$ cat config.mk
export PLATFORM = sky130hd
export DESIGN_NAME = microcode_sequencer
export DESIGN_NICKNAME = d
export VERILOG_FILES = /design/src/rtl/microcode_sequencer_pkg.sv /design/src/rtl/microcode_sequencer_rom.sv /design/src/rtl/microcode_sequencer.sv
export SDC_FILE = /design/constraint.sdc
export NUM_CORES = 1
export LEC_CHECK = 0
export CAP_MARGIN = 20
export CORE_MARGIN = 2
export CORE_UTILIZATION = 49
export CTS_CLUSTER_SIZE = 28
export DETAILED_ROUTE_END_ITERATION = 12
export PLACE_DENSITY = 0.82
export SETUP_SLACK_MARGIN = 0.5
export SKIP_LAST_GASP = 1
export SYNTH_ARGS = -nofsm -noshare
export SYNTH_HDL_FRONTEND = slang
export SYNTH_HIERARCHICAL = 1
export SYNTH_SLANG_ARGS = --single-unit
export TNS_END_PERCENT = 100
$ cat constraint.sdc
create_clock -name clk -period 5.3 [get_ports clk]
set_input_delay 0.795 -clock clk [delete_from_list [all_inputs] [get_ports clk]]
set_output_delay 0.795 -clock clk [all_outputs]
set_load 0.05 [all_outputs]
$ cat src/rtl/microcode_sequencer_pkg.sv
// Shared control package: control word layout, sequencer states, microword field
// positions and the microword decoder used by microcode_sequencer.
package microcode_sequencer_pkg;

  localparam int MICRO_INSTRUCTION_WORD_WIDTH = 14;
  localparam int ROM_ADDR_WIDTH               = 9;
  localparam logic [7:0] HALT_OPCODE          = 8'hFF;

  localparam int MW_ALU_MSB    = 13;
  localparam int MW_ALU_LSB    = 10;
  localparam int MW_MEM_MSB    = 9;
  localparam int MW_MEM_LSB    = 7;
  localparam int MW_BUS        = 6;
  localparam int MW_LOAD_VALID = 5;
  localparam int MW_LOAD_MSB   = 4;
  localparam int MW_LOAD_LSB   = 3;
  localparam int MW_EN_MSB     = 2;
  localparam int MW_EN_LSB     = 1;
  localparam int MW_LAST       = 0;

  localparam logic [3:0] ALU_NOP = 4'd0;
  localparam logic [3:0] ALU_ADD = 4'd1;
  localparam logic [3:0] ALU_SUB = 4'd2;

  localparam logic [2:0] MEM_NOP   = 3'd0;
  localparam logic [2:0] MEM_READ  = 3'd1;
  localparam logic [2:0] MEM_WRITE = 3'd2;

  localparam logic BUS_PC   = 1'b0;
  localparam logic BUS_DATA = 1'b1;

  localparam logic [1:0] REG_NOP    = 2'd0;
  localparam logic [1:0] REG_LOAD   = 2'd1;
  localparam logic [1:0] REG_ENABLE = 2'd2;

  typedef enum logic [1:0] {INIT, FETCH, EXEC, HALT} seq_state_e;

  // reg_op is indexed by register number: 0=rax, 1=rbx, 2=rcx, 3=rdx
  typedef struct packed {
    logic            reset;
    logic            halt;
    logic            control_unit_load;
    logic            next_instr;
    logic [2:0]      memory_op;
    logic            bus_selector;
    logic [3:0]      alu_op;
    logic            alu_enable;
    logic            data_word_selector;
    logic [3:0][1:0] reg_op;
  } control_word_t;

  function automatic control_word_t decode_microword(
    input logic [MICRO_INSTRUCTION_WORD_WIDTH-1:0] mw,
    input logic                                    data_sel
  );
    control_word_t cw;
    logic          load_valid;
    logic [1:0]    load_idx;
    logic [1:0]    en_idx;
    logic          en_allowed;
    cw                    = '0;
    cw.alu_op             = mw[MW_ALU_MSB:MW_ALU_LSB];
    cw.alu_enable         = (cw.alu_op != ALU_NOP);
    cw.memory_op          = mw[MW_MEM_MSB:MW_MEM_LSB];
    cw.bus_selector       = mw[MW_BUS];
    cw.data_word_selector = data_sel;
    load_valid            = mw[MW_LOAD_VALID];
    load_idx              = mw[MW_LOAD_MSB:MW_LOAD_LSB];
    en_idx                = mw[MW_EN_MSB:MW_EN_LSB];
    en_allowed            = load_valid && (cw.alu_op == ALU_NOP) && (cw.memory_op != MEM_READ);
    // Load is checked first so it wins when both targets name the same register
    for (int r = 0; r < 4; r++) begin
      if (load_valid && (load_idx == 2'(r))) begin
        cw.reg_op[r] = REG_LOAD;
      end else if (en_allowed && (en_idx == 2'(r))) begin
        cw.reg_op[r] = REG_ENABLE;
      end else begin
        cw.reg_op[r] = REG_NOP;
      end
    end
    return cw;
  endfunction

endpackage

$ cat src/rtl/microcode_sequencer_rom.sv
// Combinational microcode store addressed by {opcode[4:0], step}; a few hand-written
// programs plus a generated default pattern for the remaining opcodes.
module microcode_rom
  import microcode_sequencer_pkg::*;
(
  input  logic [ROM_ADDR_WIDTH-1:0]               addr,
  output logic [MICRO_INSTRUCTION_WORD_WIDTH-1:0] data
);

  logic [4:0] op;
  logic [3:0] stp;

  assign op  = addr[8:4];
  assign stp = addr[3:0];

  // Opcode 5 never sets last so the step watchdog is what ends it
  always_comb begin
    data = '0;
    case (op)
      5'd1: data = {ALU_NOP, MEM_NOP, BUS_PC, 1'b1, 2'd3, 2'd1, (stp == 4'd1)};
      5'd3: begin
        case (stp)
          4'd0:    data = {ALU_NOP, MEM_READ,  BUS_DATA, 1'b1, 2'd0, 2'd0, 1'b0};
          4'd1:    data = {ALU_ADD, MEM_NOP,   BUS_PC,   1'b1, 2'd1, 2'd0, 1'b0};
          4'd2:    data = {ALU_NOP, MEM_WRITE, BUS_DATA, 1'b1, 2'd2, 2'd2, 1'b1};
          default: data = '0;
        endcase
      end
      5'd5: data = {stp, MEM_NOP, BUS_PC, 1'b1, stp[1:0], stp[3:2], 1'b0};
      default: data = {2'b00, stp[1:0], ((op[2] && stp[0]) ? MEM_WRITE : MEM_NOP),
                       stp[0], op[0], stp[1:0], op[2:1], (stp[1:0] == op[1:0])};
    endcase
  end

endmodule

$ cat src/rtl/microcode_sequencer.sv
// Microcode sequencer: INIT/FETCH/EXEC/HALT control FSM driving a decoded control word.
// Define CU_MEM_WAIT_EN to add the mem_ready handshake that stalls memory cycles.
module microcode_sequencer
  import microcode_sequencer_pkg::*;
(
  input  logic          clk,
  input  logic          reset,
  input  logic [7:0]    instr,
  input  logic          flag_zero,
  input  logic          flag_carry,
`ifdef CU_MEM_WAIT_EN
  input  logic          mem_ready,
`endif
  output control_word_t control_word,
  output logic [3:0]    step,
  output logic          halted
);

  seq_state_e state;
  seq_state_e state_next;
  logic [7:0] ir;
  logic       zero_q;
  logic       carry_q;
  logic       cond_true;
  logic       stall;
  logic [MICRO_INSTRUCTION_WORD_WIDTH-1:0] microword;

  microcode_rom u_rom (
    .addr ({ir[4:0], step}),
    .data (microword)
  );

  always_comb begin
    case (ir[6:5])
      2'b00:   cond_true = 1'b1;
      2'b01:   cond_true = zero_q;
      2'b10:   cond_true = carry_q;
      default: cond_true = !zero_q;
    endcase
  end

  always_comb begin
    state_next   = state;
    control_word = '0;
    stall        = 1'b0;
    case (state)
      INIT: begin
        control_word.reset = 1'b1;
        state_next         = FETCH;
      end
      FETCH: begin
        control_word.control_unit_load = 1'b1;
        control_word.memory_op         = MEM_READ;
        control_word.bus_selector      = BUS_PC;
        state_next = (instr == HALT_OPCODE) ? HALT : EXEC;
      end
      EXEC: begin
        if (!cond_true) begin
          control_word.next_instr = 1'b1;
          state_next              = FETCH;
        end else begin
          control_word = decode_microword(microword, ir[7]);
          // Step 15 ends the program even without a last bit so step never wraps
          if (microword[MW_LAST] || (step == 4'hF)) begin
            control_word.next_instr = 1'b1;
            state_next              = FETCH;
          end
        end
      end
      HALT: control_word.halt = 1'b1;
      default: state_next = INIT;
    endcase
`ifdef CU_MEM_WAIT_EN
    stall = !mem_ready && ((state == FETCH) || (state == EXEC)) &&
            ((control_word.memory_op == MEM_READ) || (control_word.memory_op == MEM_WRITE));
`endif
    if (reset) begin
      control_word       = '0;
      control_word.reset = 1'b1;
    end
  end

  always_ff @(posedge clk) begin
    if (reset) begin
      state   <= INIT;
      step    <= 4'd0;
      ir      <= 8'd0;
      zero_q  <= 1'b0;
      carry_q <= 1'b0;
    end else if (!stall) begin
      state <= state_next;
      if (state == FETCH) begin
        ir      <= instr;
        zero_q  <= flag_zero;
        carry_q <= flag_carry;
        step    <= 4'd0;
      end else if ((state == EXEC) && (state_next == EXEC)) begin
        step <= step + 4'd1;
      end
    end
  end

  assign halted = (state == HALT);

endmodule

==> results of run 1 <==
[cells in the final DEF (no fill, tap or decap), types with 3 or more instances in the layout]
master,synthesis,layout
a21oi_1,3,3
and2_1,7,7
and3_1,6,6
clkbuf_4,0,3
clkdlybuf4s50_1,0,37
dfxtp_1,16,16
ha_1,5,5
inv_1,8,8
mux2i_1,9,9
nand2_1,12,12
nand3_1,4,4
nor2_1,22,22
nor3_1,5,5
nor3b_1,3,3
o21ai_0,9,9
[power by group through the flow]
stage	Sequential (mW)	Combinational (mW)	Clock, mW
2_1_floorplan	0.145	0.118	0
3_3_place_gp	0.150	0.148	0
3_5_place_dp	0.151	0.154	0
4_1_cts	0.148	0.156	0.0650
5_1_grt	0.151	0.170	0.0700
6_report	0.148	0.157	0.0640
[worst reg2reg max path, delay by kind of cell (launching register included)]
family / cells / cell delay [ps]
AO/OA/AOI/OAI: 5 / 1260
AND/OR/NAND/NOR: 2 / 500
flip-flops: 1 / 620
[cell families (layout without fill, tap and decap cells)]
| kind of cell | Yosys count | in the layout | share of synthesized area, % |
|---|---|---|---|
| adder cells (fa/ha/maj) | 5 | 5 | 4.73 |
| buffers and inverters | 16 | 49 | 5.01 |
| XOR/XNOR | 2 | 2 | 1.32 |
| AND/OR/NAND/NOR | 81 | 81 | 33.5 |
| multiplexers | 9 | 9 | 6.81 |
| other | 1 | 1 | 0.284 |
| flip-flops | 16 | 16 | 24.2 |
| AO/OA/AOI/OAI | 39 | 39 | 24.1 |
[state kept, by name, indices dropped and copies added (netlist names)]
name     count
carry_q      1
ir           8
state        2
step         4
zero_q       1
[layout make-up]
| type | count | area [µm²] |
|---|---|---|
| Fill cell | 225 | 797 |
| Timing Repair Buffer | 38 | 378 |
| Tap cell | 30 | 37.5 |
| Inverter | 8 | 30.0 |
| Multi-Input combinational cell | 137 | 937 |
| Clock buffer | 3 | 22.5 |
| Sequential cell | 16 | 320 |
[per-layer routing]
layer	global-route usage (%)	wire length (µm)	vias to the layer above
li1	-	-	697
met1	27.2	1580	632
met2	39.5	1550	50
met3	3.72	171	8
met4	6.12	61	0
met5	0	0	-
[path summary, 6_finish.rpt]
check | cells after the start | startpoint | slack, ps | end
max | 8 | reset | 780 | control_word[3]
min | 2 | ir[7] | 510 | ir[7]
max reg2reg | 7 | step[0] | 2830 | step[1]
min reg2reg | 2 | ir[7] | 510 | ir[7]
[metrics by stage]
step                util [%]  hold WS [ps]  cells  total power [mW]
global route            68.4           548    232             0.391
CTS                     68.4           516    232             0.369
global placement        67.5           491    229             0.298
floorplan                  -           445    169             0.263
finish                  68.4           510    232             0.369
detailed placement      67.5           496    229             0.305
==> impl_metrics.ini, run 1 <==
[place]
place_area_um2 = 1700
gp_congestion = 0.931
dpl.hpwl_um = 2550
pre_cts_slack_ps = 824
port_buffers = 37

[worst_setup_path]
critPathKind = in2out
start_kind = primary input
critPathBufInv = 3
critPathTopFamily = buffers and inverters
crit_top_cell = clkdlybuf4s50_1
cp_data_arrival_time_ps = 3720
max_stage_delay_ps = 840
crit_path_max_fanout = 20
required_ps = 4510
cpMaxStageDelayCell = clkdlybuf4s50_1
endpoint_kind = output port
crit_chain = clkdlybuf4s50_1, buf_4, nand2b_1, a211oi_2, nand4_1, or2_2, a311oi_1, clkdlybuf4s50_1

[logic_synthesis]
synthArstFlopShare_pct = 0
yosysSeqAreaShare_pct = 24.2
netlist_area_um2 = 1320
yosysMostFrequentCell = nor2_1
synth_area_leaders = dfxtp_1 (24%), mux2i_1 (6.8%), nor2_1 (6.2%)
yosysTopAreaCellShare_pct = 24.2
synth_nets = 186
ys.flop_type = dfxtp_1
synth_area_leader_cell = dfxtp_1
yosysWarnings = 6
ys_seq_elements = 16
synthTopCellsByCount = nor2_1 (22), dfxtp_1 (16), nand2_1 (12), mux2i_1 (9), o21ai_0 (9)
yosys.cell_types.count = 56
syn_avg_cell_area_um2 = 7.83
synth_edf_count = 0
synthCells = 169

[clock_network]
cts_sinks = 16
cts_buffers = 3
cts_buffer_depth = 2
cts_root_buffer = clkbuf_4
clkTransAtPathRegs_ps = 100
clk-insertion-delay-late_ps = 290
htreeDepth = 1
cts_setup_buffers = 0
ctsResizeCount = 0
cts_hold_buf = 0
cts_tree = done

[global_routing]
grt_max_degree = 21
grt_pass1_wl_um = 5720
grt_usage_pct = 22.1
grt_overflow = 0
grt_pass1_vias = 1311
antenna_found_initial = 0

[final_layout]
drive_gt1_share_pct = 6.44
syn2layout_area_growth_pct = 30.5
fin_nets = 221
diodes = 0
stdcell_area_um2 = 1730

[power_and_ir_drop]
switching_share_pct = 40.4
pwr-share-seq_pct = 40.2
power_frac_clock_pct = 17.3
ir_worst_vdd_uv = 183
p_switching_uw = 149
internal-power_uw = 220
powerDensity_nw_per_um2 = 214
combPwrFrac_pct = 42.5
power_leakage_nw = 0.602

[outcome]
run_status = finished, final reports clean

[hold_path]
hp-class = reg2reg

[timing]
setup_tns_ps = 0
clock_skew_ps = 12.3
worst_pin_slew_ps = 698
fin_crit_ps = 4520
fin_ws_ps = 781
drv_slew = 0
max_slew_margin_pct = 53.0
hold_violations = 0
post-route-period-util_pct = 85.3
fmax_ghz = 0.221
rsz0062_at_grt = false
setup_viol = 0

[routing]
vias = 1387
routed_via_density = 5.98
drc_errors = 0
wl_per_cell_um = 14.5
routed_wl_um = 3370
drt_iter0_drc = 37
first_pass_iters = 4
ant_nets = 0

[floorplanning]
start_util_pct = 52.4
ios = 39
die_y_um = 56.0
core-area_um2 = 2520
die_w_um = 56.0
num_rows = 18
die_area_um2 = 3130

[flow_run]
max_cap_violations = 0
Note: power is estimated with default switching activity, not from simulation.
==> run 2: changes to the inputs <==
CELL_PAD_IN_SITES_DETAIL_PLACEMENT = 1   (was not set)
CELL_PAD_IN_SITES_GLOBAL_PLACEMENT = 2   (was not set)
CORE_UTILIZATION = 29   (was 49)
PLACE_DENSITY = not set   (was 0.82)
PLACE_DENSITY_LB_ADDON = 0.1   (was not set)
SLEW_MARGIN = 20   (was not set)
SYNTH_HIERARCHICAL = not set   (was 1)
==> run 2 against run 1 <==
Against the previous run:
- area after synthesis increased by 5.9%
- die area increased by 73%
- register-to-register slack about the same
- worst setup slack improved by 350 ps
- critical path depth decreased by 1
- worst hold slack improved by 7.1 ps
- via count increased by 3.5%
- total power increased by 14%
- clock-buffer cell count increased by 1
- design area increased by 7.1%
- routed wire length increased by 28%
- critical path type unchanged
- critical endpoint is now control_word[7]
==> impl_metrics.ini, run 2 <==
[place]
dpl.hpwl_um = 3370
gp_congestion = 0.818
port_buffers = 36
dp_cells = 261

[final_layout]
layout_common_cells = clkdlybuf4s50_1 (36), nor2_1 (25), nand2_1 (16), dfxtp_1 (16), mux2i_1 (12)
fin_cells = 265
largest_register_ffs = 8
final_common_cell = clkdlybuf4s50_1
drive_gt1_share_pct = 8.06
max_flop_register = ir
fin_nets = 232
largestRegisters = ir: 8 flops, step: 4 flops, state: 2 flops
syn2layout_area_growth_pct = 32.0
seq_area_um2 = 320
fill_cells = 579
multi_input_area_um2 = 1000
diodes = 0

[routing]
first_pass_iters = 4
vias = 1435
drc_errors = 0
ant_nets = 0
drt_iter0_drc = 50
routed_via_density = 5.42
wl_per_cell_um = 16.2
routed_wl_um = 4310

[logic_synthesis]
syn_avg_cell_area_um2 = 7.82
synthArstFlopShare_pct = 0
yosysWarnings = 0
synthCells = 179
synth_edf_count = 0
ys.flop_type = dfxtp_1
synth_area_leader_cell = dfxtp_1
yosys.cell_types.count = 51
synthTopCellsByCount = nor2_1 (25), dfxtp_1 (16), nand2_1 (16), mux2i_1 (12), inv_1 (10)
yosysTopAreaCellShare_pct = 22.9
netlist_area_um2 = 1400
yosysMostFrequentCell = nor2_1
ys_seq_elements = 16
synth_area_leaders = dfxtp_1 (23%), mux2i_1 (8.6%), ha_1 (7.1%)
yosysSeqAreaShare_pct = 22.9

[clock_network]
cts_sinks = 16
cts_hold_buf = 0
cts_root_buffer = clkbuf_8
clk-insertion-delay-late_ps = 250
cts_setup_buffers = 0
cts_buffer_depth = 2
clkTransAtPathRegs_ps = 60
cts_tree = done
cts_buffers = 3
htreeDepth = 1
ctsResizeCount = 0

[worst_setup_path]
start_kind = primary input
r2r_cells = 7
r2r-end = step[3]
reg2reg_from = step[0]
critPathKind = in2out
worst-r2r-setup-slack_ps = 2830
startpoint = reset
cp_data_arrival_time_ps = 3370
crit_path_max_fanout = 19
endpoint_kind = output port
required_ps = 4510

[floorplanning]
die_y_um = 73.5
die_area_um2 = 5400
die_w_um = 73.5
ios = 39
start_util_pct = 29.8
core-area_um2 = 4690
num_rows = 25

[timing]
setup_tns_ps = 0
setup_viol = 0
post-route-period-util_pct = 78.6
worst_pin_slew_ps = 767
hold_violations = 0
clock_skew_ps = 7.73
drv_slew = 0
rsz0062_at_grt = false
max_slew_margin_pct = 48.8
fmax_ghz = 0.240
fin_crit_ps = 4170

[global_routing]
grt_max_degree = 20
antenna_found_initial = 0
grt_overflow = 0
grt_pass1_wl_um = 7090
grt_usage_pct = 16.9
grt_pass1_vias = 1440

[hold_path]
hold_path_depth = 2
hp-class = reg2reg
min-delay-start = ir[7]
hold_end = ir[7]

[power_and_ir_drop]
power_leakage_nw = 0.675
ir_worst_vdd_uv = 112
powerDensity_nw_per_um2 = 227

[outcome]
run_status = finished, final reports clean

[flow_run]
max_cap_violations = 0
-- run 2: stage by stage --
stage / cell area (µm²) / worst slack [ps] / hold slack (ps) / power (mW) / utilization (%)
floorplan: 1400 / 1880 / 451 / 0.264 / -
global placement: 1790 / 1210 / 500 / 0.307 / 38.2
CTS: 1850 / 1100 / 533 / 0.425 / 39.4
global route: 1850 / 984 / 561 / 0.448 / 39.4
finish: 1850 / 1130 / 517 / 0.419 / 39.4
detailed placement: 1790 / 1100 / 515 / 0.312 / 38.2
-- run 2: cell families after synthesis --
kind of cell | Yosys count | share of synthesized area [%]
AND/OR/NAND/NOR | 89 | 35.5
multiplexers | 13 | 9.38
AO/OA/AOI/OAI | 30 | 17.6
other | 1 | 0.268
XOR/XNOR | 2 | 1.25
buffers and inverters | 20 | 5.99
adder cells (fa/ha/maj) | 8 | 7.15
flip-flops | 16 | 22.9
-- run 2: worst max-delay path by stage --
stage                           end  slack, ps
floorplan           control_word[4]       1880
global placement    control_word[3]       1210
detailed placement  control_word[7]       1100
CTS                 control_word[7]       1100
global route        control_word[5]        980
finish              control_word[7]       1130
-- run 2: cell type report --
class,instances,area share (%)
sequential,16,17.3
tap,54,3.66
clock buffer,4,2.98
multi-input combinational,144,54.1
timing repair buffer,37,19.9
inverter,10,2.03
-- run 2: routing by layer --
layer / part of all wire [%] / track usage [%]
met4: 1.1 / 5.25
met1: 47 / 21.2
met2: 49 / 29.0
met3: 3.2 / 3.02
met5: 0 / 0
-- run 2: worst max-delay path, stage by stage --
cell	delay, ps
clkdlybuf4s50_1	390
buf_4	200
a2111oi_4	440
o211ai_4	170
nor4b_4	330
and4b_1	220
clkdlybuf4s50_1	800
-- run 2: power by group --
part / internal, mW / switching, mW / leakage, nW
logic: 0.0615 / 0.0939 / 0.515
registers: 0.133 / 0.0204 / 0.131
clock network: 0.0659 / 0.0449 / 0.0288
total: 0.260 / 0.159 / 0.675
==> run 3: changes to the inputs <==
CORE_UTILIZATION = 27   (was 29)
clock period = 4 ns   (was 5.3 ns; I/O delays follow)
==> run 3 against run 2 <==
Against the previous run:
- design area increased by 4.1%
- sequential share of layout area decreased by 0.68 points
- non-clock buffer count increased by 2
- highest routed layer unchanged
- clock power increased by 33%
- largest cell class unchanged
==> impl_metrics.ini, run 3 (synthesis results as in run 2) <==
[outcome]
run_status = finished, final reports clean

[routing]
ant_nets = 0
drc_errors = 0
routed_wl_um = 4490
vias = 1442
wl_per_cell_um = 15.9
drt_iter0_drc = 62
first_pass_iters = 4
routed_via_density = 5.10

[timing]
fin_ws_ps = 684
rsz0062_at_grt = false
post-route-period-util_pct = 82.9
fmax_ghz = 0.302
setup_viol = 0
hold_ws_ps = 507
max_slew_margin_pct = 64.1
hold_violations = 0
worst_pin_slew_ps = 536
setup_tns_ps = 0
clock_skew_ps = 4.48
fin_crit_ps = 3320
drv_slew = 0

[final_layout]
fin_nets = 234
final_core_util_pct = 38.1
syn2layout_area_growth_pct = 37.4
largestRegisters = ir: 8 flops, step: 4 flops, state: 2 flops
largest_register_ffs = 8
final_common_cell = nor2_1
fill_cells = 634
drive_gt1_share_pct = 12.2
fin_cells = 283
max_flop_register = ir
diodes = 0
layout_common_cells = nor2_1 (25), clkdlybuf4s50_1 (24), nand2_1 (16), dfxtp_1 (16), mux2i_1 (12)

[place]
dpl.hpwl_um = 3520
pre_cts_slack_ps = 542
dp_cells = 279
gp_congestion = 0.759
port_buffers = 36

[worst_setup_path]
required_ps = 3400
cp_data_arrival_time_ps = 2720
endpoint_kind = output port
crit_path_max_fanout = 10
critPathKind = in2out
r2r_cells = 7
start_kind = primary input

[clock_network]
htreeDepth = 1
clkTransAtPathRegs_ps = 60
clk-insertion-delay-late_ps = 250
cts_buffers = 3
cts_buffer_depth = 2
cts_tree = done
cts_hold_buf = 0
cts_root_buffer = clkbuf_8
cts_sinks = 16

[floorplanning]
die_y_um = 76.0
die_w_um = 76.0
core-area_um2 = 5040
die_area_um2 = 5780
num_rows = 26
ios = 39
start_util_pct = 27.8

[power_and_ir_drop]
ir_worst_vdd_uv = 141
internal-power_uw = 345
power_leakage_nw = 0.817
p_switching_uw = 212
power_frac_clock_pct = 26.5
switching_share_pct = 38.1
combPwrFrac_pct = 37.1
pwr-share-seq_pct = 36.4
powerDensity_nw_per_um2 = 290

[global_routing]
grt_overflow = 0
grt_pass1_wl_um = 7580
grt_pass1_vias = 1480
grt_max_degree = 17
antenna_found_initial = 0
grt_usage_pct = 16.1

[hold_path]
hp-class = reg2reg
hold_path_depth = 2

[flow_run]
max_cap_violations = 0
==> run 3: cell count changes in the layout (fill, tap and decap cells not counted) <==
cell / change
buf_12: +3
buf_4: +5
clkdlybuf4s50_1: -12
dlymetal6s2s_1: +6
ha_1: -1
ha_2: +1
==> run 3: per-layer routing <==
metal	vias to the layer above	global-route usage, %	routed length (µm)
met4	0	2.73	28
met5	-	0	0
met2	26	27.0	2190
li1	706	-	-
met3	4	4.15	165
met1	706	21.3	2110
==> run 3: timing repair <==
item / CTS / global route
setup endpoints to repair: 0 / 7
resized for setup: 0 / 7
setup buffers: 0 / 0
endpoints found under the hold margin: 0 / 0
==> run 3: final cells by class <==
class,count,area [µm²],share of cell area (%)
timing repair buffer,39,420,21.9
clock buffer,4,55.1,2.86
inverter,10,37.5,1.95
sequential,16,320,16.7
multi-input combinational,144,1000,52.1
tap,70,87.6,4.55
==> run 3: path summary, 6_finish.rpt <==
check,from,to,slack (ps)
min,ir[7],ir[7],510
max,reset,control_word[8],680
max reg2reg,state[0],step[3],1850
min reg2reg,ir[7],ir[7],510
==> run 3: worst max-delay path, stage by stage <==
cell             delay [ps]
clkdlybuf4s50_1         600
a2111oi_4               500
and2_2                  210
clkdlybuf4s50_1         790
==> run 3: through the flow <==
step / area [µm²] / power (mW)
2_1_floorplan: 1400 / 0.350
3_3_place_gp: 1850 / 0.407
3_5_place_dp: 1850 / 0.413
4_1_cts: 1910 / 0.566
5_1_grt: 1920 / 0.595
6_report: 1920 / 0.557
==> run 3: power by group through the flow <==
stage,logic (mW),clock network (mW),registers [mW]
2_1_floorplan,0.154,0,0.196
3_3_place_gp,0.202,0,0.206
3_5_place_dp,0.207,0,0.206
4_1_cts,0.209,0.155,0.202
5_1_grt,0.227,0.162,0.206
6_report,0.207,0.148,0.203
